### config.mk
export PLATFORM = sky130hd
export DESIGN_NAME = limit_sched_water
export DESIGN_NICKNAME = d
export VERILOG_FILES = /design/src/rtl/limit_sched_pkg.sv /design/src/rtl/limit_clamp_core.sv /design/src/rtl/limit_sched_water.sv
export SDC_FILE = /design/constraint.sdc
export NUM_CORES = 1
export LEC_CHECK = 0
export ABC_AREA = 1
export BUFFER_PORTS_ARGS = -buffer_cell sky130_fd_sc_hd__buf_2
export CORE_MARGIN = 5
export CORE_UTILIZATION = 55
export DETAILED_ROUTE_END_ITERATION = 12
export PLACE_DENSITY = 0.72
export SLEW_MARGIN = 0
export SYNTH_ARGS = -nofsm -noshare
export SYNTH_HDL_FRONTEND = slang
export SYNTH_SLANG_ARGS = --single-unit
### constraint.sdc
create_clock -name clk -period 8.2 [get_ports clk]
set_input_delay 1.64 -clock clk [delete_from_list [all_inputs] [get_ports clk]]
set_output_delay 1.64 -clock clk [all_outputs]
set_load 0.005 [all_outputs]
### src/rtl/limit_sched_pkg.sv
// Shared types and helpers for the time-multiplexed limiter scheduler.
package limit_sched_pkg;

    typedef logic [31:0] float32_t;

    typedef enum logic [1:0] {
        StIdle,
        StIssue,
        StDrain,
        StDone
    } state_e;

    // Register stages inside the clamp core.
    localparam int unsigned CLAMP_LAT = 2;

    typedef struct packed {
        logic gt;
        logic lt;
    } fcmp_t;

    function automatic logic f32_is_nan(float32_t a);
        return (a[30:23] == 8'hff) && (a[22:0] != 23'd0);
    endfunction

    // Ordered compare of a against b in sign-magnitude form. Any NaN yields
    // neither gt nor lt; +0 and -0 compare equal.
    function automatic fcmp_t f32_cmp(float32_t a, float32_t b);
        fcmp_t      r;
        logic [30:0] ma;
        logic [30:0] mb;
        ma = a[30:0];
        mb = b[30:0];
        r  = '0;
        if (f32_is_nan(a) || f32_is_nan(b)) begin
            r = '0;
        end else if ((ma == 31'd0) && (mb == 31'd0)) begin
            r = '0;
        end else if (a[31] != b[31]) begin
            r.gt = !a[31];
            r.lt = a[31];
        end else if (!a[31]) begin
            r.gt = ma > mb;
            r.lt = ma < mb;
        end else begin
            r.gt = ma < mb;
            r.lt = ma > mb;
        end
        return r;
    endfunction

endpackage

### src/rtl/limit_clamp_core.sv
// Two-stage pipelined single-precision clamp: compare, then select.
module limit_clamp_core
    import limit_sched_pkg::*;
#(
    parameter int unsigned TAG_W = 3
) (
    input  logic             clk,
    input  logic             rst,
    input  logic             valid_i,
    input  logic [TAG_W-1:0] tag_i,
    input  float32_t         x_i,
    input  float32_t         upper_i,
    input  float32_t         down_i,
    output logic             valid_o,
    output logic [TAG_W-1:0] tag_o,
    output float32_t         y_o
);

    logic             v1_q;
    logic [TAG_W-1:0] tag1_q;
    float32_t         x1_q;
    float32_t         up1_q;
    float32_t         dn1_q;
    logic             gt_up_q;
    logic             lt_dn_q;
    logic             v2_q;
    logic [TAG_W-1:0] tag2_q;
    float32_t         y2_q;
    fcmp_t            c_up;
    fcmp_t            c_dn;

    assign c_up = f32_cmp(x_i, upper_i);
    assign c_dn = f32_cmp(x_i, down_i);

    // Valid bits are the only reset state in the pipeline.
    always_ff @(posedge clk) begin
        if (!rst) begin
            v1_q <= 1'b0;
            v2_q <= 1'b0;
        end else begin
            v1_q <= valid_i;
            v2_q <= v1_q;
        end
    end

    // Stage 1: register operands and both compare results.
    always_ff @(posedge clk) begin
        tag1_q  <= tag_i;
        x1_q    <= x_i;
        up1_q   <= upper_i;
        dn1_q   <= down_i;
        gt_up_q <= c_up.gt;
        lt_dn_q <= c_dn.lt;
    end

    // Stage 2: priority select; holds last result while idle.
    always_ff @(posedge clk) begin
        if (v1_q) begin
            tag2_q <= tag1_q;
            if (gt_up_q) begin
                y2_q <= up1_q;
            end else if (lt_dn_q) begin
                y2_q <= dn1_q;
            end else begin
                y2_q <= x1_q;
            end
        end
    end

    assign valid_o = v2_q;
    assign tag_o   = tag2_q;
    assign y_o     = y2_q;

endmodule

### src/rtl/limit_sched_water.sv
// Limiter scheduler: per-channel samples/limits streamed through one clamp core.
module limit_sched_water
    import limit_sched_pkg::*;
#(
    parameter int unsigned CH        = 8,
    parameter int unsigned CH_W      = 3,
    parameter logic [31:0] DEF_UPPER = 32'h3f800000,
    parameter logic [31:0] DEF_DOWN  = 32'hbf800000
) (
    input  logic            clk,
    input  logic            rst,
    input  logic            cfg_we,
    input  logic            cfg_sel,
    input  logic [CH_W-1:0] cfg_ch,
    input  logic [31:0]     cfg_data,
    input  logic            in_we,
    input  logic [CH_W-1:0] in_ch,
    input  logic [31:0]     in_data,
    input  logic            sta,
    output logic            busy,
    output logic            out_valid,
    output logic [CH_W-1:0] out_ch,
    output logic [31:0]     out_data,
    output logic            done_sig,
    output logic            wr_drop
);

    float32_t        upper_q [CH];
    float32_t        down_q  [CH];
    float32_t        samp_q  [CH];
    state_e          state_q, state_d;
    logic [CH_W-1:0] cnt_q, cnt_d;
    logic            busy_q, done_q, wr_drop_q, wr_drop_d, seen_q;
    logic            iss_v_q;
    logic [CH_W-1:0] iss_ch_q;
    float32_t        iss_x_q, iss_up_q, iss_dn_q;
    logic            core_v;
    logic [CH_W-1:0] core_tag;
    float32_t        core_y;
    logic            sta_acc, drop;

    assign sta_acc = (state_q == StIdle) && sta;
    assign drop    = (cfg_we || in_we) && busy_q;

    // Storage arrays: reset to defaults, written only while not busy.
    always_ff @(posedge clk) begin
        if (!rst) begin
            for (int i = 0; i < int'(CH); i++) begin
                upper_q[i] <= DEF_UPPER;
                down_q[i]  <= DEF_DOWN;
                samp_q[i]  <= '0;
            end
        end else begin
            if (cfg_we && !busy_q) begin
                if (cfg_sel) begin
                    down_q[cfg_ch] <= cfg_data;
                end else begin
                    upper_q[cfg_ch] <= cfg_data;
                end
            end
            if (in_we && !busy_q) begin
                samp_q[in_ch] <= in_data;
            end
        end
    end

    // FSM next state: the counter indexes channels in ISSUE and cycles in DRAIN.
    always_comb begin
        state_d = state_q;
        cnt_d   = cnt_q;
        unique case (state_q)
            StIdle: begin
                if (sta) begin
                    state_d = StIssue;
                    cnt_d   = '0;
                end
            end
            StIssue: begin
                cnt_d = cnt_q + 1'b1;
                if (cnt_q == CH_W'(CH - 1)) begin
                    state_d = StDrain;
                    cnt_d   = '0;
                end
            end
            StDrain: begin
                cnt_d = cnt_q + 1'b1;
                if (cnt_q == CH_W'(CLAMP_LAT - 1)) begin
                    state_d = StDone;
                end
            end
            StDone:  state_d = StIdle;
            default: state_d = StIdle;
        endcase
    end

    // Sticky drop flag; a drop on the same edge as an accepted start wins.
    always_comb begin
        wr_drop_d = wr_drop_q;
        if (drop) begin
            wr_drop_d = 1'b1;
        end else if (sta_acc) begin
            wr_drop_d = 1'b0;
        end
    end

    // Control registers; busy and done lag the state by one cycle to line up
    // with the issue register and the core output.
    always_ff @(posedge clk) begin
        if (!rst) begin
            state_q   <= StIdle;
            cnt_q     <= '0;
            busy_q    <= 1'b0;
            done_q    <= 1'b0;
            wr_drop_q <= 1'b0;
            iss_v_q   <= 1'b0;
            seen_q    <= 1'b0;
        end else begin
            state_q   <= state_d;
            cnt_q     <= cnt_d;
            busy_q    <= (state_q != StIdle);
            done_q    <= (state_q == StDone);
            wr_drop_q <= wr_drop_d;
            iss_v_q   <= (state_q == StIssue);
            seen_q    <= seen_q || core_v;
        end
    end

    // Issue register: operands of the channel presented to the core.
    always_ff @(posedge clk) begin
        iss_ch_q <= cnt_q;
        iss_x_q  <= samp_q[cnt_q];
        iss_up_q <= upper_q[cnt_q];
        iss_dn_q <= down_q[cnt_q];
    end

    limit_clamp_core #(
        .TAG_W (CH_W)
    ) u_core (
        .clk     (clk),
        .rst     (rst),
        .valid_i (iss_v_q),
        .tag_i   (iss_ch_q),
        .x_i     (iss_x_q),
        .upper_i (iss_up_q),
        .down_i  (iss_dn_q),
        .valid_o (core_v),
        .tag_o   (core_tag),
        .y_o     (core_y)
    );

    // Core data regs carry no reset; mask them to zero until a result appears.
    assign out_valid = core_v;
    assign out_ch    = (seen_q || core_v) ? core_tag : '0;
    assign out_data  = (seen_q || core_v) ? core_y : '0;
    assign busy      = busy_q;
    assign done_sig  = done_q;
    assign wr_drop   = wr_drop_q;

endmodule

Word level (Yosys, flattened, before mapping)
Memory sizes are Yosys's and may differ from the RTL's. A register that Yosys moved wholly into a read port is not among the register bits.
Cells that the tools add are included.
- memories: 3
- flip-flop bits (word level): 151
- bits of input ports: 76
- word-level logic and storage cells: 109
- memory bits (writable): 768
- multiplexer cells: 38
- magnitude comparators: 4
- reductions and logical operators: 32
- $add $sub $neg: 1
- eq/ne operators: 13
- memory list (name ; depth ; width ; read ports ; clocked after Yosys merged registers in ; wr ports ; RTL line ; text):
    down_q ; 8 ; 32 ; 1 ; 1 ; 8 ; limit_sched_water.sv:29 ; float32_t down_q [CH];
    samp_q ; 8 ; 32 ; 1 ; 1 ; 8 ; limit_sched_water.sv:30 ; float32_t samp_q [CH];
    upper_q ; 8 ; 32 ; 1 ; 1 ; 8 ; limit_sched_water.sv:28 ; float32_t upper_q [CH];
- operators by type and width (cell ; number):
    $mux W32 ; 6
    $reduce_or A32 Y1 ; 3
    $logic_not A31 Y1 ; 3
    $reduce_bool A23 Y1 ; 3
    $gt A31 B31 Y1 ; 2
    $lt A31 B31 Y1 ; 2
    $eq A8 B8 Y1 const B ; 3
    $mux W1 ; 19
    $mux W3 ; 6
    $mux W2 ; 5
    $logic_and A1 B1 Y1 ; 9
    $pmux W3 S3 ; 1
    $pmux W2 S4 ; 1
    $ne A2 B2 Y1 const B ; 3
    $eq A2 B2 Y1 const B ; 2
    $logic_or A1 B1 Y1 ; 4
    $reduce_bool A2 Y1 ; 2
    $reduce_or A2 Y1 ; 2
    $add A3 B1 Y3 const B ; 1
    $eq A3 B1 Y1 const B ; 1
    $eq A3 B3 Y1 const B ; 1
    $reduce_and A3 Y1 ; 1
    $reduce_bool A3 Y1 ; 1
    $eq A2 B1 Y1 const B ; 1
    other kinds (4) ; 6

Longest topological paths before layout
Gate-level depths: netlist of run 1.
- depth in word-level cells: 7
- gate-level depth with buffers: 14

By module
From an unflattened synthesis of run 1, not the netlist that was laid out.
- cell total of the unflattened synthesis: 4485
- area, all modules: 43375.4 µm²
- by module, submodules not included (module ; area each (µm²) ; instances ; cells an instance):
    limit_sched_water ; 37472.2 ; 1 ; 3812
    limit_clamp_core ; 5903.2 ; 1 ; 673

Worst setup path before layout of run 1
OpenSTA, ideal clock, no wires.
- path type: input to register
- start point: in rst
- end point: mem upper_q[7][0] in the netlist's numbering, enable pin
- setup slack: 4.443 ns
- stages: 9
- data arrival time: 3.368 ns
- path through: inv_2 -> nor2_2 -> inv_2 -> nor3_4 -> inv_2 -> nor2_4 -> inv_2 -> buf_6 -> nand2_1
- RTL lines (what ; RTL line ; text):
    start: declaration ; limit_sched_water.sv:11 ; input logic rst,
    end: declaration ; limit_sched_water.sv:28 ;

==> results.md, run 1 <==
* Max H-tree Level at 3
* Post-DR vias/cell at 5.71
* Pre-CTS setup slack at 3230 ps
* Critical path arrival at 4610 ps
* Unrepaired setup endpoints after global routing: false
* Final instance area at about 46,000 um2
* Seq/Total Area, Yosys at about two thirds
* Layout Cells excl Fill at 5,174
* Share of layout cells above drive strength 1 at roughly 8%
* Starting Density at between 50% and 60%
* Yosys cell types at 28
* CTS Sinks at a little over 1,000
* CTS clk-pin slew, worst paths at 60 ps
* Grt ovf at 0
* Final core occ at about three fifths
* Hold Buf Count CTS at 0
* Crit Path Category: primary input to flip-flop
* Seq cells post-synth at slightly above 1,000
* Initial antenna violation count at 13
* Yosys warnings at 0
* Post-CTS sizing at 0
* DR iter-0 viols at between 4,000 and 5,000
* Fin crit share at between 50% and 60%
* Setup ws final at ~3800 ps
* Worst hold-check path type: flip-flop to flip-flop
* Area of the core at around 76,000 um2
* Power after layout at 13.6 mW
* RD Place Congestion at 0.906
* CTS Buf Count at approximately 100
* Fin nets at 4,257
* Crit path launch: rst
* CTS tree: built
* Total iterations of the first detailed-routing run at 7
* Die area at about 80,000 um2
* Worst R2R Start: cnt_q[0]
* Final setup vio count at 0
* Worst Setup Start Kind: primary input
* Cell Rows at a little over 100
* Hold Crit Start: iss_ch_q[2]
* PortBufs at 114
* Post-Syn Area at about 42,000 um2
* Commonest cells after routing, fill and taps aside: 1,445 x nor2_1, 803 x edfxtp_1, 388 x o21ai_0
* DP HPWL at 69,300 um
* Die X at 286 um
* DP Area at between 40,000 and 50,000 um2
* Final ANT Viol Nets at 0
* Crit path capture type: flip-flop
* Worst-Margin Slew at 1260 ps
* Total GRT Usage at between 20% and 30%
* Mapped Cells at roughly 4,100
* Max VDD drop at roughly 0.26 mV
* Pwr Density at 293 nW/um2
* Final Hold Violating Endpoints at 0
* MaxCap Viol Count at 0
* DRC Markers at 0
* Number of global-route vias before repair at about 28,000
* CP Max Fanout at 32
* Total negative setup slack at 0 ps
* Routed wire per std cell at about 21 um
* R2R Path End: iss_up_q[17]
* Critical path endpoint: upper_q[0][8]
* P_leak at roughly 18 nW
* FMAX at 230 MHz
* Final hold slack at ~330 ps
* Syn nets at about 4,200
* CP Data Required Time at around 8500 ps
* Final wirelength at 108,000 um
* Clock latency on the worst-skew pair at ~670 ps
* Max Root-Sink Buffers at 3
* Vias at around 30,000
* Postcts setup bufs at 0
* Reg2Reg Depth at 6
* Largest net degree at the start of global routing at about 220
* I/O pin count at about 120
* Relative slew slack at between 10% and 20%
* Status: completed
* Reg2Reg Setup Slack at 4480 ps
* Final Max Tran Viols at 0
* Clock Skew at approximately 32 ps
* Placed Cells at about 5,000
* Area grow syn2layout at 10.6%
* Clock Tree Root: clkbuf_16
* Die Y at between 200 and 300 um
* Mean Syn Cell Area at 10.2 um2
* First-pass GRT wire length at between 150,000 and 200,000 um
* Most common cell after layout, fill and taps aside: nor2_1
* Post-layout minimum cycle time at roughly 4400 ps
[layer usage]
metal	vias up	global-route usage (%)	routed length, um
met5	-	0	39
met2	1457	40.5	49700
li1	13800	-	-
met1	14100	38.3	45400
met3	197	3.79	9830
met4	6	7.74	3150
[power by group]
group          switching, mW  total (mW)  internal [mW]
clock network           1.94        4.47           2.53
registers              0.374        6.49           6.12
logic                   1.87        2.62          0.748
total                   4.18        13.6           9.39
[final cells by class]
type	count	area, um2
timing repair buffer	165	991
antenna	5	12.5
sequential	1015	28400
multi-input combinational	2582	11600
fill	5980	29400
inverter	245	937
clock inverter	51	427
clock buffer	133	2800
tap	978	1220
[flip-flops by register name (all words and copies together) (netlist names), 2 cells and up]
register	flops
iss_ch_q	3
state_q	2
iss_up_q	32
iss_x_q	32
down_q	256
cnt_q	3
upper_q	256
u_core.dn1_q	32
iss_dn_q	32
u_core.tag_o	3
u_core.tag1_q	3
u_core.x1_q	32
u_core.up1_q	32
samp_q	256
u_core.y_o	32
[critical path, stage by stage]
cell and delay, ps:
buf_2 80, buf_4 470, inv_2 170, nor2_2 180, inv_2 60, nor3_4 460
nand2_2 460, nand2_1 1050
[kinds of logic after synthesis]
| logic type | count (synthesis) | synth area share [%] |
|---|---|---|
| compound gates | 679 | 8.72 |
| fa+ha+maj | 71 | 2.12 |
| buf+inv | 501 | 4.63 |
| flops | 1015 | 67.7 |
| simple gates | 1832 | 16.8 |
[cells in the mapped netlist]
master | instances | area share, %
a211oi_1 | 1 | 0.018
a21o_1 | 4 | 0.072
a21oi_1 | 93 | 1.1
a31oi_1 | 96 | 1.4
and2_1 | 1 | 0.015
buf_1 | 5 | 0.045
buf_2 | 32 | 0.38
buf_4 | 1 | 0.018
buf_6 | 2 | 0.054
clkbuf_1 | 215 | 1.9
clkbuf_2 | 1 | 0.012
dfxtp_1 | 212 | 10
edfxtp_1 | 803 | 58
ha_1 | 71 | 2.1
inv_1 | 238 | 2.1
inv_2 | 7 | 0.063
nand2_1 | 310 | 2.8
nand2_2 | 7 | 0.10
nand3_1 | 17 | 0.20
nand4_1 | 23 | 0.34
nor2_1 | 1446 | 13
nor2_2 | 10 | 0.15
nor2_4 | 1 | 0.027
nor3_1 | 15 | 0.18
nor3_4 | 1 | 0.039
nor3b_1 | 1 | 0.018
o21ai_0 | 388 | 4.6
o22ai_1 | 97 | 1.4
[worst min path at each step]
| stage | to | cells after the start | slack [ps] |
|---|---|---|---|
| global placement | u_core.tag1_q[0] | 0 | 310 |
| floorplan | u_core.tag1_q[0] | 0 | 310 |
| global route | u_core.tag1_q[2] | 0 | 340 |
| detailed placement | u_core.tag1_q[2] | 0 | 310 |
| finish | u_core.tag1_q[2] | 0 | 330 |
| CTS | u_core.tag1_q[2] | 0 | 330 |
Note: power is estimated with default switching activity, not from simulation.
==> run 2, diff against run 1 <==
- PLACE_DENSITY: 0.72 -> 0.74
- clock period: 8.2 -> 3.6 ns (I/O delays scaled with it)
==> run 2 against run 1 <==
Register-to-register slack lost 3400 ps. Worst hold slack better by 0.75 ps. Utilization rose by 0.38 points. Critical path type is now flip-flop to flip-flop. Wire length down 0.33%. Sequential power increased by 130%.
==> results.md, run 2 (synthesis results as in run 1) <==
* Final setup vio count at 0 (unchanged)
* Fin nets at 4,282 (was 4,257)
* Fin crit share at 70.1%
* CP Data Required Time at 4130 ps (was 8460 ps)
* Die area at 81,800 um2 (unchanged)
* Unrepaired setup endpoints after global routing: false (unchanged)
* Power after layout at 31.0 mW (was 13.6 mW)
* Die Y at 286 um (unchanged)
* Grt ovf at 0 (unchanged)
* FMAX at around 400 MHz
* CTS tree: built (unchanged)
* Number of global-route vias before repair at 28,200 (was 27,600)
* P_sw at 9.61 mW (was 4.18 mW)
* Most common cell after layout, fill and taps aside: nor2_1 (unchanged)
* Antenna cell count at 0 (was 5)
* Biggest regs: down_q: 256 flops, samp_q: 256 flops, upper_q: 256 flops (unchanged)
* DR iter-0 viols at 3,980 (was 4,088)
* Final wirelength at 108,000 um (about the same)
* Cell Rows at 101 (unchanged)
* Pre-CTS setup slack at 543 ps (was 3230 ps)
* Share of layout cells above drive strength 1 at 8.86% (was 8.06%)
* Crit Path Category: flip-flop to flip-flop (was primary input to flip-flop)
* Post-DR vias/cell at 5.74 (was 5.71)
* CP Max Fanout at 75 (was 32)
* CTS clk-pin slew, worst paths at 70 ps (was 60 ps)
* Clock latency on the worst-skew pair at 670 ps (about the same)
* Critical path arrival at 3050 ps (was 4610 ps)
* First-pass GRT wire length at 166,000 um (was 164,000 um)
* Post-CTS sizing at 0 (unchanged)
* Worst hold-check path type: flip-flop to flip-flop (unchanged)
* Postcts setup bufs at 0 (unchanged)
* MaxCap Viol Count at 0 (unchanged)
* Crit path capture type: flip-flop (unchanged)
* PortBufs at 114 (unchanged)
* Clock Skew at 37.5 ps (was 31.7 ps)
* Sequential share of power at 47.5% (was 47.8%)
* Post-layout minimum cycle time at 2520 ps
* Max VDD drop at 0.482 mV (was 0.259 mV)
* DP HPWL at 70,400 um (was 69,300 um)
* I/O pin count at 115 (unchanged)
* Final ANT Viol Nets at 0 (unchanged)
* Final instance area at 46,600 um2 (was 46,300 um2)
* Total negative setup slack at 0 ps (unchanged)
* Final hold slack at 332 ps (was 331 ps)
* Largest net degree at the start of global routing at 194 (was 216)
* Layout Cells excl Fill at 5,197 (was 5,174)
* Critical path buffer and inverter count at 1 (was 4)
* Final Max Tran Viols at 0 (unchanged)
* Placed Cells at 5,012 (was 4,985)
* Final Hold Violating Endpoints at 0 (unchanged)
* Max Root-Sink Buffers at 3 (unchanged)
* Combinational Power Share at 19.6% (was 19.3%)
* Status: completed (unchanged)
* CTS Sinks at 1,015 (unchanged)
* Total GRT Usage at 26.0% (was 25.9%)
* Hold Buf Count CTS at 0 (unchanged)
* Vias at 29,800 (was 29,500)
* Die X at 286 um (unchanged)
* Setup ws final at 1080 ps (was 3850 ps)
* Commonest cells after routing, fill and taps aside: 1,445 x nor2_1, 803 x edfxtp_1, 388 x o21ai_0 (unchanged)
* Worst Setup Start Kind: flip-flop (was primary input)
* Relative slew slack at 23.5% (was 16.1%)
* Pwr Density at 664 nW/um2 (was 293 nW/um2)
* Worst-Margin Slew at 1150 ps (was 1260 ps)
* CP cell instances: buf_4 > o21ai_0 > o22ai_1 > nor2_1 > a31oi_1 (was buf_2 > buf_4 > inv_2 > nor2_2 > inv_2 > nor3_4 > nand2_2 > nand2_1)
* Cell Int Power at 21.3 mW (was 9.39 mW)
* DP Area at 43,400 um2 (was 43,100 um2)
* Routed wire per std cell at 20.7 um (was 20.9 um)
* Initial antenna violation count at 4 (was 13)
* RD Place Congestion at 0.915 (was 0.906)
* Max H-tree Level at 3 (unchanged)
* Fill count at 5,929 (was 5,980)
* DRC Markers at 0 (unchanged)
* Area of the core at 75,700 um2 (unchanged)
* Clock Tree Root: clkbuf_16 (unchanged)
* Worst path slowest cell: buf_4 (was nand2_1)
* Final core occ at 61.6% (was 61.2%)
* Area grow syn2layout at 11.3% (was 10.6%)
* P_leak at 18.6 nW (was 18.4 nW)
* CTS Buf Count at 99 (was 101)
* Starting Density at 55.3% (unchanged)
* Clk network pwr share at 32.9% (about the same)
* Total iterations of the first detailed-routing run at 6 (was 7)
* Top delay family on crit path: compound AO/OA/AOI/OAI gates (was simple AND/OR/NAND/NOR gates)
* Switching Share at 31.0% (was 30.8%)
* Slowest stage delay, CP at 740 ps (was 1050 ps)
run 2: worst paths after layout:
path,slack (ps),start,cells past startpoint,to
hold / removal,330,iss_ch_q[2],0,u_core.tag1_q[2]
setup reg to reg,1080,cnt_q[1],5,iss_x_q[23]
hold reg to reg,330,iss_ch_q[2],0,u_core.tag1_q[2]
setup / recovery,1080,cnt_q[1],5,iss_x_q[23]
run 2: power by group through the flow:
| stage | combinational [mW] | sequential, mW | clock, mW |
|---|---|---|---|
| after floorplan | 4.04 | 14.5 | 0 |
| after global placement | 5.82 | 14.9 | 0 |
| after detailed placement | 5.93 | 14.9 | 0 |
| after CTS | 5.98 | 14.7 | 10.3 |
| after global routing | 6.73 | 14.8 | 10.8 |
| final | 6.06 | 14.7 | 10.2 |
run 2: cell type report:
cell class,count,area [um2],area share (%)
sequential,1015,28400,60.8
multi-input combinational,2582,11600,24.8
clock buffer,130,2780,5.97
timing repair buffer,192,1270,2.72
tap,978,1220,2.62
inverter,245,937,2.01
clock inverter,55,463,0.993
run 2: worst reg2reg max path: cells and delay by family, from the launching register on:
kind	cells	cell delay, ps
buf+inv	1	760
flops	1	670
simple gates	1	90
compound gates	3	870
run 2: per-layer routing:
| layer | vias up | GRT usage, % | share of wire [%] |
|---|---|---|---|
| met2 | 1496 | 41.3 | 47 |
| met4 | 4 | 7.36 | 2.7 |
| li1 | 13800 | - | - |
| met3 | 195 | 4.27 | 9.1 |
| met1 | 14300 | 37.7 | 41 |
| met5 | - | 0 | 0.025 |
